===== config.mk =====
export PLATFORM = sky130hd
export DESIGN_NAME = vx_ti_agent_mc
export DESIGN_NICKNAME = d
export VERILOG_FILES = /design/src/rtl/vx_ti_agent_mc.sv
export SDC_FILE = /design/constraint.sdc
export NUM_CORES = 1
export LEC_CHECK = 0
export ABC_AREA = 0
export CORE_AREA = 2 2 431 433
export DETAILED_ROUTE_END_ITERATION = 12
export DIE_AREA = 0 0 433 435
export HOLD_SLACK_MARGIN = 0.05
export MAX_ROUTING_LAYER = met4
export PLACE_DENSITY = 0.31
export SYNTH_ARGS = -nofsm -noshare
export SYNTH_HDL_FRONTEND = slang
export SYNTH_SLANG_ARGS = --single-unit

===== constraint.sdc =====
create_clock -name clk -period 4.4 [get_ports clk]
set_clock_uncertainty 0.2 [all_clocks]
set_input_delay 0.66 -clock clk [delete_from_list [all_inputs] [get_ports clk]]
set_output_delay 0.66 -clock clk [all_outputs]
set_load 0.02 [all_outputs]

===== src/rtl/vx_ti_agent_mc.sv =====
// Multi-channel TI agent: pairs SFU execute requests with round-robin TI bus
// stamp packets, mirrors accepted stamps to CSR and buffers per-lane commits.
module vx_ti_agent_mc #(
   parameter int unsigned NUM_CHANNELS = 2,
   parameter int unsigned NUM_LANES    = 4,
   parameter int unsigned RSP_DEPTH    = 4,
   parameter int unsigned STAMP_W      = 64,
   parameter int unsigned PID_SW       = 16,
   parameter int unsigned XLEN         = 32,
   parameter int unsigned EXE_W        = 64,
   localparam int unsigned CH_W        = (NUM_CHANNELS > 1) ? $clog2(NUM_CHANNELS) : 1
) (
   input  logic                                  clk,
   input  logic                                  reset,
   input  logic                                  clear,
   input  logic                                  exe_valid,
   output logic                                  exe_ready,
   input  logic [EXE_W-1:0]                      exe_meta,
   input  logic [NUM_CHANNELS-1:0]               bus_valid,
   output logic [NUM_CHANNELS-1:0]               bus_ready,
   input  logic [NUM_CHANNELS-1:0]               bus_done,
   input  logic [NUM_CHANNELS*NUM_LANES*STAMP_W-1:0] bus_stamps,
   output logic                                  csr_we,
   output logic [CH_W-1:0]                       csr_ch,
   output logic [EXE_W-1:0]                      csr_meta,
   output logic [NUM_LANES*STAMP_W-1:0]          csr_stamps,
   output logic                                  cmt_valid,
   input  logic                                  cmt_ready,
   output logic [EXE_W-1:0]                      cmt_meta,
   output logic [NUM_LANES*XLEN-1:0]             cmt_data,
   output logic                                  cmt_wb
);

   localparam int unsigned PKT_W  = NUM_LANES * STAMP_W;
   localparam int unsigned PIDS_W = NUM_LANES * PID_SW;
   localparam int unsigned AW     = $clog2(RSP_DEPTH);
   localparam int unsigned CW     = AW + 1;

   logic [NUM_CHANNELS-1:0] done_flags;
   logic [CH_W-1:0]         rr_ptr;
   logic [CH_W-1:0]         sel;
   logic                    sel_found;
   logic [PKT_W-1:0]        sel_pkt;
   logic                    all_done;
   logic                    full;
   logic                    fire_bus;
   logic                    fire_done;
   logic                    push;
   logic                    pop;
   logic [PIDS_W-1:0]       push_pids;
   logic                    push_done;

   logic [CW-1:0]           count;
   logic [AW-1:0]           wr_ptr;
   logic [AW-1:0]           rd_ptr;
   logic [EXE_W-1:0]        meta_mem [RSP_DEPTH];
   logic [PIDS_W-1:0]       pid_mem  [RSP_DEPTH];
   logic [RSP_DEPTH-1:0]    done_mem;

   // Round-robin pick: first valid, not-yet-done channel starting at rr_ptr
   always_comb begin
      int unsigned idx;
      idx       = 0;
      sel       = '0;
      sel_found = 1'b0;
      for (int unsigned i = 0; i < NUM_CHANNELS; i++) begin
         idx = (32'(rr_ptr) + i) % NUM_CHANNELS;
         if (!sel_found && bus_valid[CH_W'(idx)] && !done_flags[CH_W'(idx)]) begin
            sel       = CH_W'(idx);
            sel_found = 1'b1;
         end
      end
   end

   // Mux the selected channel's packet; constant slices keep the select narrow
   always_comb begin
      sel_pkt = '0;
      for (int unsigned c = 0; c < NUM_CHANNELS; c++) begin
         if (CH_W'(c) == sel) sel_pkt = bus_stamps[c*PKT_W +: PKT_W];
      end
   end

   assign all_done  = &done_flags;
   assign full      = (count == CW'(RSP_DEPTH));
   assign fire_bus  = !reset && exe_valid && !full && !all_done && sel_found;
   assign fire_done = !reset && exe_valid && !full && all_done;
   assign push      = fire_bus || fire_done;
   assign pop       = cmt_valid && cmt_ready;

   // Handshake and CSR mirror of the accepted packet
   always_comb begin
      exe_ready  = push;
      csr_we     = fire_bus;
      bus_ready  = fire_bus ? (NUM_CHANNELS'(1) << sel) : '0;
      csr_ch     = sel;
      csr_meta   = exe_meta;
      csr_stamps = sel_pkt;
   end

   // Commit payload: lane pids from the packet, or zeros once every channel is drained
   always_comb begin
      push_pids = '0;
      for (int unsigned l = 0; l < NUM_LANES; l++) begin
         if (fire_bus) push_pids[l*PID_SW +: PID_SW] = sel_pkt[l*STAMP_W +: PID_SW];
      end
      push_done = all_done ? 1'b1 : bus_done[sel];
   end

   // Sticky per-channel done; clear wins over a same-cycle set
   always_ff @(posedge clk or posedge reset) begin
      if (reset) begin
         done_flags <= '0;
         rr_ptr     <= '0;
      end else begin
         if (clear)
            done_flags <= '0;
         else if (fire_bus && bus_done[sel])
            done_flags[sel] <= 1'b1;
         if (fire_bus)
            rr_ptr <= (sel == CH_W'(NUM_CHANNELS - 1)) ? '0 : sel + 1'b1;
      end
   end

   // Commit FIFO pointers and occupancy
   always_ff @(posedge clk or posedge reset) begin
      if (reset) begin
         wr_ptr <= '0;
         rd_ptr <= '0;
         count  <= '0;
      end else begin
         if (push) wr_ptr <= wr_ptr + 1'b1;
         if (pop)  rd_ptr <= rd_ptr + 1'b1;
         count <= count + CW'(push) - CW'(pop);
      end
   end

   // Commit FIFO storage
   always_ff @(posedge clk) begin
      if (push) begin
         meta_mem[wr_ptr] <= exe_meta;
         pid_mem[wr_ptr]  <= push_pids;
         done_mem[wr_ptr] <= push_done;
      end
   end

   // Commit outputs straight from the FIFO head
   always_comb begin
      cmt_valid = (count != '0);
      cmt_meta  = meta_mem[rd_ptr];
      cmt_wb    = 1'b1;
      cmt_data  = '0;
      for (int unsigned l = 0; l < NUM_LANES; l++) begin
         cmt_data[l*XLEN +: XLEN] = XLEN'({pid_mem[rd_ptr][l*PID_SW +: PID_SW], ~done_mem[rd_ptr]});
      end
   end

endmodule


# Yosys cells after proc, flatten, opt, wreduce, memory -nomap -nowiden
# Memory sizes are Yosys's and may differ from the RTL's.
# Index checks and enable logic that the tools add are counted.
[op_classes]
n_addsub = 6
n_lt_le_gt_ge = 7
n_eq_ne = 1
n_shift = 1
n_mux = 33
bitwise = 2
n_reduce_logical = 22
[ops]
columns = ["op", "n"]
rows = [
  ["$mux 256", 1],
  ["$mux 16", 4],
  ["$mux 1", 21],
  ["$logic_and 1x1->1", 12],
  ["$logic_not 1->1", 6],
  ["$lt 1x2->1 const B", 3],
  ["$lt 2x3->1 const B", 2],
  ["$mux 2", 3],
  ["$add 2x1->2 const B", 2],
  ["$bwmux 4", 1],
  ["$add 3x1->3", 1],
  ["$eq 3x3->1 const B", 1],
  ["$reduce_bool 3->1", 1],
  ["$sub 3x1->3", 1],
  ["$add 1x1->1 const B", 2],
  ["$bmux 1 s2", 1],
  ["$demux 1 s2", 1],
  ["$ge 2x1->1 const B", 1],
  ["$or 2x2->2", 1],
  ["$reduce_and 2->1", 1],
  ["$reduce_bool 2->1", 1],
  ["$shl 1x1->2 const A", 1],
  ["$demux 1 s1", 1],
  ["$ge 1x1->1 const B", 1],
  ["2 further kinds", 2],
]
[word_totals]
regBits = 14
mem_bits_rw = 512
input_bits = 585
out_inout_bits = 519
wordCells = 80
mem_count = 2
[mem_list]
columns = ["memory", "depth", "width", "read_ports", "rd_ports_with_merged_regs", "write_ports", "line", "text"]
rows = [
  ["meta_mem", 4, 64, 1, 0, 1, "56", "logic [EXE_W-1:0] meta_mem [RSP_DEPTH];"],
  ["pid_mem", 4, 64, 1, 0, 1, "57", "logic [PIDS_W-1:0] pid_mem [RSP_DEPTH];"],
]

# Depth between registers and ports, before layout
[depth]
ltp_word = 16
mapped_depth = 7
ltp_nobuf = 7

# Least setup slack after synthesis
# OpenSTA, ideal clock, no wires.
[synth_timing]
kind = "input -> register"
start = "in bus_valid[1]"
end = "reg done_mem[0] (enable)"
setup_ps = 503
arrival_ps = 4468
required_ps = 3697
setup_slack_ps = -771
cell_stages = 4
path_buffers = 1
path_cell_list = "nand2b_1 -> buf_2 -> a311oi_4 -> and2_1"
[synth_via]
elab_chain_len = 10
elab_cells_between_ends = 12
cone_classes = "mux: 6; reduce/logical: 6"
[synth_lines]
columns = ["item", "line", "text"]
rows = [
  ["start: declaration", "19", "input logic [NUM_CHANNELS-1:0] bus_valid,"],
  ["$mux 1 (implied by the code) (2 in a row)", "68", "if (!sel_found && bus_valid[CH_W'(idx)] && !done_flags[CH_W'(idx)]) begin"],
  ["$logic_and 1x1->1", "68", ""],
  ["$mux 1", "68", ""],
  ["$logic_not 1->1", "68", ""],
  ["$logic_and 1x1->1 (2 in a row)", "68", ""],
  ["$mux 1 *", "68", ""],
  ["$logic_and 1x1->1 *", "85", "assign fire_bus = !reset && exe_valid && !full && !all_done && sel_found;"],
  ["$logic_or 1x1->1 *", "87", "assign push = fire_bus || fire_done;"],
  ["named net exe_ready", "17", "output logic exe_ready,"],
  ["end signal: indexed assignment", "142", "done_mem[wr_ptr] <= push_done;"],
  ["end: declaration", "58", "logic [RSP_DEPTH-1:0] done_mem;"],
]
# The timed path passes the listed nets; every way through them passes the cells marked *. The select of a mux whose other input is x is not followed.
# A chain may end at the register's enable or synchronous reset.

# Final worst setup path
[layout_timing]
start = "in bus_valid[0]"
end = "out csr_stamps[120]"
[layout_via]
elab_chain_len = 9
elab_cells_between_ends = 12
cone_classes = "mux: 8; reduce/logical: 4"
[layout_lines]
columns = ["item", "line", "text"]
rows = [
  ["$mux 1 (implied by the code) (2 in a row)", "68", ""],
  ["$logic_and 1x1->1", "68", ""],
  ["$mux 1", "68", ""],
  ["$logic_not 1->1", "68", ""],
  ["$logic_and 1x1->1 (2 in a row)", "68", ""],
  ["$mux 1 *", "68", ""],
  ["$mux 256 *", "79", "if (CH_W'(c) == sel) sel_pkt = bus_stamps[c*PKT_W +: PKT_W];"],
  ["end: declaration", "26", "output logic [NUM_LANES*STAMP_W-1:0] csr_stamps,"],
]
# Every way passes the cells marked *; elsewhere a longest branch is shown, timed or not. The select of a mux whose other input is x is not followed.

==> metrics <==
Sw Pwr=7610 uW; most common cell after layout, fill and taps aside=clkdlybuf4s50_1; minimum clock period=4.14 ns; max_cap viols=0; Final setup viols=0; Overall Global Routing Usage=18.1%; dpl cells=4,821; Int Power=13,400 uW; share of layout cells above drive strength 1=21.8%; Comb pwr share=44.9%; final setup TNS=0 ns; Clock Latency Late Sink=0.63 ns; core area=0.184 sq mm; Slew headroom=45.6%; Seq cells post-synth=526; clock share of power=25.4%; First DRT Iteration DRCs=1,132; met3 WL=10.3 mm; Hold Path Class=in2async; status=finished, final reports clean; CTS max path bufs=3; Residual DRC=0; cell area after synthesis=0.0239 sq mm; routability congestion estimate=0.990; H-Tree Depth=3; Met2 Wirelength=90.2 mm; f_max=242 MHz; WS Path Type=in2out; M1 wire length=63.9 mm; Tcrit/Tclk final=94.0%; # port buffers=1,042; Primary FF master, synth=edfxtp_1; cts hold-fix bufs=0; Vias per Instance=3.52; Seq/Total Area, Yosys=65.9%; via count=17,486; root buffer cell=clkbuf_16; first-pass detailed-route iteration total=5; Crit-path slowest cell=clkdlybuf4s50_1; Yosys top cell area share=64.8%; Layout Area Growth over Synthesis=69.0%; non-filler instance count after layout=4,969; PnR worst setup slack=0.262 ns; Final HPWL DP=144 mm; Post-DRT Antenna Nets=0; Flop pwr share=29.7%; CP Data Required Time=3.54 ns; dpl ws=0.273 ns; Cell Chain, Critical Path=clkdlybuf4s50_1, or3b_4, nand2_8, buf_12, mux2_1, clkdlybuf4s50_1; Wirelength per Cell=34.0 um; Worst Path Buf+Inv=3; crit-path max FO=31; cts repair resizes=0; Fin Hold WS=0.193 ns; crit-path most repeated cell=clkdlybuf4s50_1; Sink Count=526; first-pass GRT wire length=211 mm; Unique masters post-synth=40; Nets=3,001; RSZ-0062 raised after global routing=false; CP Capture Type=output pin; post-synthesis cell count=1,372; initial antenna violation count=101; Max Transition Viols Final=0; Starting Density=13.0%; cell taking the most area after synthesis=edfxtp_1; pwr/cell area=520 mW/mm^2; Worst-path clk slew=0.06 ns; most frequent cells in the layout=clkdlybuf4s50_1, edfxtp_1, buf_12, mux4_2, mux2_1; Leak Pwr=0.0136 uW; number of enable flip-flop cells after synthesis=516; fillers=19,410; Max stage delay on crit path=0.71 ns; die height=435 um; Synth area leaders=edfxtp_1, mux4_2, mux2_1; worst path arrival time=3.28 ns; synthesized area per cell=17.4 sq um; maximum vdd ir drop=0.233 mV; Worst path top cell family by delay=buffers and inverters; Final Hold Fails=0; CTS tree=yes; Slew @ Worst Pin=0.816 ns; uppermost layer routed=met4; FP Rows=158; largest net degree at the start of global routing=66; Yosys Warn Count=0; Sw Ratio=36.2%; post-CTS setup buffer count=0; final global-route overflow total=0; drt total wl=169 mm; die area=0.188 sq mm; sequential cell area=0.0158 sq mm; Die Width=433 um; Multi-input gate area=0.00692 sq mm; Critical Path Source Type=input port; number of global-route vias before repair=18,562; Top Ports=1,104; ys async rst share=1.90%; TritonCTS Buffers=66
==> kinds of logic after synthesis <==
group           synth area share, %
flops                          65.9
mux                            21.2
buf+inv                        6.33
simple gates                   2.92
compound gates                 3.05
fa+ha+maj                     0.398
xor+xnor                      0.183
other cells                  0.0314
==> metrics by stage <==
| stage | utilization, % | power (uW) | area [sq um] |
|---|---|---|---|
| 4_1_cts | 21.9 | 21600 | 40300 |
| 6_report | 22.0 | 21000 | 40400 |
| 3_5_place_dp | 20.7 | 16100 | 38200 |
| 5_1_grt | 21.9 | 21900 | 40400 |
| 2_1_floorplan | - | 10500 | 24100 |
| 3_3_place_gp | 20.7 | 16100 | 38200 |
==> final timing paths <==
check | from | to | slack (ns) | cells past startpoint
worst max-delay path | bus_valid[0] | csr_stamps[120] | 0.26 | 6
worst min-delay path | reset | rr_ptr | 0.19 | 2
worst max register to register | done_flags[1] | pid_mem[0][62] | 1.40 | 5
worst min register to register | rr_ptr | rr_ptr | 0.38 | 1
max in group asynchronous | reset | rd_ptr[0] | 3.41 | 2
min in group clk | rr_ptr | rr_ptr | 0.38 | 1
==> Yosys cell counts (all sizes together), types with 6 or more instances <==
master    n
dfrtp    10
o21ai    64
buf     186
inv      11
mux4    129
a21oi    66
mux2    193
edfxtp  516
nand3    64
ha        6
clkbuf   27
nand2    68
==> power groups by stage <==
stage / Sequential, uW / Clock (uW) / Combinational [uW]
5_1_grt: 6290 / 5730 / 9900
6_report: 6240 / 5340 / 9430
4_1_cts: 6270 / 5560 / 9800
3_3_place_gp: 6340 / 0 / 9770
2_1_floorplan: 6190 / 0 / 4360
3_5_place_dp: 6370 / 0 / 9750
==> sequential cells by signal, summed over array words and instances (netlist names) <==
signal,flops
meta_mem,256
pid_mem,256
count,3
done_flags,2
done_mem,4
rd_ptr,2
rr_ptr,1
wr_ptr,2
==> layout make-up <==
type,instances,share of cell area [%]
Sequential cell,526,39.0
Timing Repair Buffer,1123,30.6
Multi-Input combinational cell,681,17.1
Tap cell,2480,7.68
Clock buffer,77,4.35
Clock inverter,42,0.963
Antenna cell,29,0.180
Inverter,11,0.102
==> per-layer routing <==
| metal | vias to the layer above | track usage [%] |
|---|---|---|
| li1 | 7364 | - |
| met1 | 8989 | 19.8 |
| met2 | 902 | 33.0 |
| met3 | 231 | 4.16 |
| met4 | 0 | 4.24 |
| met5 | - | - |
(Power assumes the default switching activity.)
